[src/rtl/multicycle_ctrl.sv]
// Main control FSM for the multi-cycle simple_cpu: sequences IF/IW/ID/EX/ST/LD/RDW/WB,
// runs the instruction/data memory handshakes, gates write strobes and keeps perf counters.
module multicycle_ctrl #(
  parameter int CNT_W = 32
) (
  input  logic             clk,
  input  logic             rst,
  input  logic             is_nop,
  input  logic             is_load,
  input  logic             is_store,
  input  logic             is_branch,
  input  logic             is_jump,
  input  logic             writes_reg,
  input  logic             branch_taken,
  output logic             Inst_Req_Valid,
  input  logic             Inst_Req_Ready,
  input  logic             Inst_Valid,
  output logic             Inst_Ready,
  output logic             MemRead,
  output logic             MemWrite,
  input  logic             Mem_Req_Ready,
  input  logic             Read_data_Valid,
  output logic             Read_data_Ready,
  output logic             IR_we,
  output logic             PC_we,
  output logic             PC_sel,
  output logic             RegWrite,
  output logic             retire,
  output logic [CNT_W-1:0] cycle_cnt,
  output logic [CNT_W-1:0] inst_cnt
);

  typedef enum logic [8:0] {
    S_INIT = 9'b000000001,
    S_IF   = 9'b000000010,
    S_IW   = 9'b000000100,
    S_ID   = 9'b000001000,
    S_EX   = 9'b000010000,
    S_ST   = 9'b000100000,
    S_LD   = 9'b001000000,
    S_RDW  = 9'b010000000,
    S_WB   = 9'b100000000
  } state_t;

  state_t state, next_state;

  // NOTE: sequential state uses non-blocking assignments so every register
  // samples the pre-edge values of its neighbours.
  always_ff @(posedge clk) begin
    if (rst) begin
      state     <= S_INIT;
      cycle_cnt <= '0;
      inst_cnt  <= '0;
    end else begin
      state     <= next_state;
      cycle_cnt <= cycle_cnt + CNT_W'(1);
      if (retire) inst_cnt <= inst_cnt + CNT_W'(1);
    end
  end

  // NOTE: every output of this block gets a default first, so no path can
  // leave a value unassigned and infer a latch.
  always_comb begin
    next_state      = state;
    Inst_Req_Valid  = 1'b0;
    Inst_Ready      = 1'b0;
    MemRead         = 1'b0;
    MemWrite        = 1'b0;
    Read_data_Ready = 1'b0;
    IR_we           = 1'b0;
    PC_we           = 1'b0;
    PC_sel          = 1'b0;
    RegWrite        = 1'b0;
    retire          = 1'b0;

    case (state)
      S_INIT: next_state = S_IF;
      S_IF: begin
        Inst_Req_Valid = 1'b1;
        if (Inst_Req_Ready) next_state = S_IW;
      end
      S_IW: begin
        Inst_Ready = 1'b1;
        if (Inst_Valid) begin
          IR_we      = 1'b1;
          PC_we      = 1'b1;
          next_state = S_ID;
        end
      end
      S_ID: begin
        if (is_nop) begin
          retire     = 1'b1;
          next_state = S_IF;
        end else begin
          next_state = S_EX;
        end
      end
      S_EX: begin
        if ((is_branch && branch_taken) || is_jump) begin
          PC_we  = 1'b1;
          PC_sel = 1'b1;
        end
        // Memory classes take priority over a plain register write.
        if (is_load)         next_state = S_LD;
        else if (is_store)   next_state = S_ST;
        else if (writes_reg) next_state = S_WB;
        else begin
          retire     = 1'b1;
          next_state = S_IF;
        end
      end
      S_ST: begin
        MemWrite = 1'b1;
        if (Mem_Req_Ready) begin
          retire     = 1'b1;
          next_state = S_IF;
        end
      end
      S_LD: begin
        MemRead = 1'b1;
        if (Mem_Req_Ready) next_state = S_RDW;
      end
      S_RDW: begin
        Read_data_Ready = 1'b1;
        if (Read_data_Valid) next_state = S_WB;
      end
      S_WB: begin
        RegWrite   = 1'b1;
        retire     = 1'b1;
        next_state = S_IF;
      end
      // Zero or multiple one-hot bits: recover via INIT with all strobes low.
      default: next_state = S_INIT;
    endcase
  end

endmodule

[config.mk]
export PLATFORM = sky130hd
export DESIGN_NAME = multicycle_ctrl
export DESIGN_NICKNAME = d
export VERILOG_FILES = /design/src/rtl/multicycle_ctrl.sv
export SDC_FILE = /design/constraint.sdc
export NUM_CORES = 1
export LEC_CHECK = 0
export ABC_AREA = 1
export CORE_MARGIN = 5
export CORE_UTILIZATION = 56
export CTS_CLUSTER_DIAMETER = 100
export DETAILED_ROUTE_END_ITERATION = 8
export HOLD_SLACK_MARGIN = 0.1
export PLACE_DENSITY = 0.95
export SYNTH_ARGS = -nofsm -noshare
export SYNTH_HDL_FRONTEND = slang
export SYNTH_SLANG_ARGS = --single-unit
export TNS_END_PERCENT = 30
[constraint.sdc]
create_clock -name clk -period 2.75 [get_ports clk]
set_input_delay 0.4125 -clock clk [delete_from_list [all_inputs] [get_ports clk]]
set_output_delay 0.4125 -clock clk [all_outputs]
set_load 0.01 [all_outputs]
### Word level (Yosys, flattened, before mapping)

Cells that the tools add are included.

* flip-flop bits (word level): 73
* input port bits: 13
* output and inout port bits: 74
* logic and storage cells: 50

* add/sub/neg operators: 2
* equality and inequality tests: 14
* muxes and demuxes: 27
* reduce and logical (&&, ||, !) cells: 4

Operators with widths (number)
* 2-to-1 mux 9 bit: 8
* one-hot mux 9 bit (8 select lines): 1
* adder 32 x 1 -> 32 bit, second input constant: 2
* 2-to-1 mux 1 bit: 15
* inequality test 2 bit, second input constant: 5
* equality test 9 x 1 -> 1 bit, second input constant: 1
* equality test 9 x 2 -> 1 bit, second input constant: 1
* equality test 9 x 3 -> 1 bit, second input constant: 1
* equality test 9 x 4 -> 1 bit, second input constant: 1
* equality test 9 x 5 -> 1 bit, second input constant: 1
* equality test 9 x 6 -> 1 bit, second input constant: 1
* equality test 9 x 7 -> 1 bit, second input constant: 1
* equality test 9 x 8 -> 1 bit, second input constant: 1
* equality test 9 bit, second input constant: 1
* 2-to-1 mux 5 bit: 1
* AND reduction 5 bit: 1
* one-hot mux 1 bit (4 select lines): 1
* one-hot mux 1 bit (2 select lines): 1
* OR reduction 2 bit: 1
* logical AND 1 bit: 1
* logical OR 1 bit: 1

### Longest topological paths before layout

* word-level depth: 4
* gate-level depth with buffers: 10

### Worst setup path before layout

No wires, ideal clock.

* kind: register -> output
* start point: register state[4]
* end point: output port PC_we
* arrival: 1.335 ns
* slack: 1.002 ns
* stages on the path, launching flop included: 8
* buffers on the path: 0
* cells stage by stage: dfxtp_1 > nor2_1 > nand2_1 > nor2_1 > inv_1 > nor3_2 > nand2_1 > o21ai_0

* word-level cells in the longest chain between the ends: 2
* elaborated cells on any way between the ends: 3
* classes of those cells: eq/ne: 2; mux: 1

Ends and longest elaborated chain
* from (decl): line 45 `state_t state, next_state;`
* from (signal assigned): line 55 `state <= next_state;`
* equality test 9 x 5 -> 1 bit / equality test 9 x 3 -> 1 bit (equally long branches): line 76 `case (state)`
* one-hot mux 1 bit (2 select lines) *: line 76
* to (decl): line 25 `output logic PC_we,`

Mark *: on every way between the ends. The rest lies on a longest branch, timed or not.

### Final worst setup path

* start point: register state[5]
* end point: output port PC_we

Same word-level chain as after synthesis.

==> results.json <==
{
  "outcome": "finished, final reports clean",
  "yosysUniqueCellTypes": 32,
  "placedCellCount": 877,
  "first_pass_iters": 5,
  "crit_required_ps": 2340,
  "max_freq_ghz": 0.386,
  "powerDensity_nw_per_um2": 435,
  "synth_cells": 700,
  "p_leak_uw": 0.00196,
  "rr_worst_depth": 8,
  "drt_wl_total_um": 12200,
  "drt_iter0_markers": 310,
  "period_needed_ps": 2590,
  "path_class": "register to primary output",
  "nNetsFinal": 801,
  "diodes": 0,
  "cts_sinks": 73,
  "synthTopCellsByArea": "dfxtp_1 (33%), nand2_1 (21%), nor2_1 (10%)",
  "ios": 87,
  "floorplan.initialDensity_pct": 57.0,
  "synth_area_um2": 4380,
  "power.share.switching_pct": 25.9,
  "gp_congestion": 0.945,
  "combinationalPowerShare_pct": 10.9,
  "worst_ep_arrival_time_ps": 2180,
  "power.net_switching_uw": 627,
  "p_int_uw": 1790,
  "grt_pass1_vias": 4504,
  "fp-row-count": 32,
  "grt_pass1_wl_um": 20100,
  "clk_latency_ps": 360,
  "place_area_um2": 5290,
  "finClkSkew_ps": 19.3,
  "total_power_uw": 2420,
  "dr_total_vias": 4801,
  "ir_worst_vdd_mv": 0.311,
  "area_growth_pct": 26.7,
  "clockBufferDepth": 2,
  "finalNonFillerCells": 893,
  "globalRouteTotalUtil_pct": 24.8,
  "wl_per_cell_um": 13.6,
  "crit_path_end_kind": "primary output",
  "power_frac_clock_pct": 43.4,
  "tightestPinTransition_ps": 708,
  "critPathMaxFanout": 4,
  "io_buffer_count": 86,
  "yosysTopAreaCell": "dfxtp_1",
  "antenna_found_initial": 0,
  "reg2reg_to": "inst_cnt[18]",
  "drc_errors": 0,
  "final_common_cell": "nand2_1",
  "synth_seq_cells": 73,
  "drive_gt1_share_pct": 6.45,
  "max_slew_margin_pct": 52.7,
  "worstHoldStart": "rst",
  "ys.warnings.count": 0,
  "seqPwrFrac_pct": 45.7,
  "routed_via_density": 5.38,
  "cts_root_buffer": "clkbuf_8",
  "cts_tree": "yes",
  "grt_max_degree": 33,
  "reg2reg_from": "state[8]",
  "hold_end": "cycle_cnt[1]",
  "drv_slew": 0,
  "seq_area_frac_synth_pct": 33.3,
  "setup_ws_ps": 161,
  "rsz0062_at_grt": "false",
  "syn_nets": 715,
  "hold_viol": 0,
  "pre_cts_ws_ps": 276,
  "finalSetupTns_ps": 0,
  "grt_overflow": 0,
  "die_h_um": 98.5,
  "avgSynthCellArea_um2": 6.26,
  "fp.coreArea_um2": 7690,
  "die_w_um": 98.5,
  "dp_hpwl_um": 9200,
  "yosys.area.top_type_share_pct": 33.3,
  "setup_viol": 0,
  "min_path_cells": 2,
  "rrSetupSlack_ps": 790,
  "clk_pin_slew_ps": 80,
  "cts_buffers": 9,
  "postRouteAntennaNets": 0,
  "post_cts_buffers": 0,
  "layout_common_cells": "nand2_1 (250), nor2_1 (118), clkdlybuf4s50_1 (85)",
  "critPathLaunchType": "register",
  "min_period_over_period_pct": 94.2,
  "postLayoutCellArea_um2": 5550,
  "cap_violations": 0,
  "die-area_um2": 9700,
  "hp-class": "input port to register",
  "htreeDepth": 3
}
==> kinds of logic after synthesis <==
kind of cell	Yosys count	synth area share, %
AND/OR/NAND/NOR	465	46.7
flip-flops	73	33.3
buffers and inverters	71	7.11
AO/OA/AOI/OAI	66	7.73
XOR/XNOR	23	4.59
adder cells (fa/ha/maj)	2	0.571
==> power by group through the flow <==
| stage | Clock, µW | Sequential [µW] | Combinational (µW) |
|---|---|---|---|
| after CTS | 1060 | 1110 | 255 |
| after global routing | 1110 | 1110 | 295 |
| after detailed placement | 0 | 1130 | 254 |
| after global placement | 0 | 1130 | 249 |
| final | 1050 | 1110 | 264 |
| after floorplan | 0 | 1130 | 176 |
==> synthesized netlist by cell type (all sizes together) <==
| cell | count |
|---|---|
| ha | 2 |
| dfxtp | 73 |
| a21oi | 55 |
| nor3 | 17 |
| nand3b | 17 |
| nand2 | 255 |
| inv | 58 |
| xor2 | 15 |
| nor3b | 3 |
| a211oi | 2 |
| o21a | 1 |
| nand3 | 25 |
| or2 | 7 |
| and2 | 2 |
| nand4 | 8 |
| nor2 | 131 |
| buf | 6 |
| xnor2 | 8 |
| a31oi | 1 |
| o21ai | 7 |
| clkbuf | 7 |
==> timing repair <==
| item | 4_1_cts | 5_1_grt |
|---|---|---|
| setup endpoints to repair | 0 | 3 |
| hold buffers | 0 | 0 |
| resized for setup | 0 | 4 |
==> state kept, by name, summed over array words and instances, names as in the netlist <==
register and count:
state 9, cycle_cnt 32, inst_cnt 32
==> how the worst max path moves through the flow <==
| stage | startpoint | to | slack [ps] | cells past startpoint |
|---|---|---|---|---|
| 6_report | state[5] | PC_we | 160 | 8 |
| 5_1_grt | state[4] | PC_we | 3 | 8 |
| 4_1_cts | state[4] | PC_we | 5 | 8 |
| 3_5_place_dp | is_store | retire | 280 | 7 |
| 3_3_place_gp | is_store | retire | 320 | 7 |
| 2_1_floorplan | state[4] | PC_we | 1000 | 7 |
==> layout make-up <==
cell class | count | area, µm²
Tap cell | 102 | 128
Timing Repair Buffer | 88 | 871
Clock inverter | 7 | 124
Inverter | 58 | 218
Sequential cell | 73 | 1460
Multi-Input combinational cell | 556 | 2630
Clock buffer | 9 | 124
Fill cell | 609 | 2130
==> through the flow <==
stage / utilization, % / hold WS, ps
final: 72.2 / 423
after global routing: 72.2 / 434
after CTS: 72.0 / 408
after detailed placement: 68.8 / 471
after global placement: 68.8 / 460
after floorplan: - / 454
==> critical path, stage by stage, from the launching register on <==
cell and delay (ps):
dfxtp_1 340, nor2_1 170, nand2_1 140, nor2_4 130, inv_1 120, nor3_4 160
nand2_1 120, o21ai_0 90, clkdlybuf4s50_1 560
==> per-layer routing <==
metal | global-route usage (%) | up-vias | part of all wire, %
met1 | 29.6 | 2170 | 40
met4 | 8.93 | 0 | 2.7
li1 | - | 2379 | -
met5 | 0 | - | 0
met3 | 5.24 | 32 | 7.7
met2 | 43.8 | 220 | 49
Note: power is estimated with default switching activity, not from simulation.
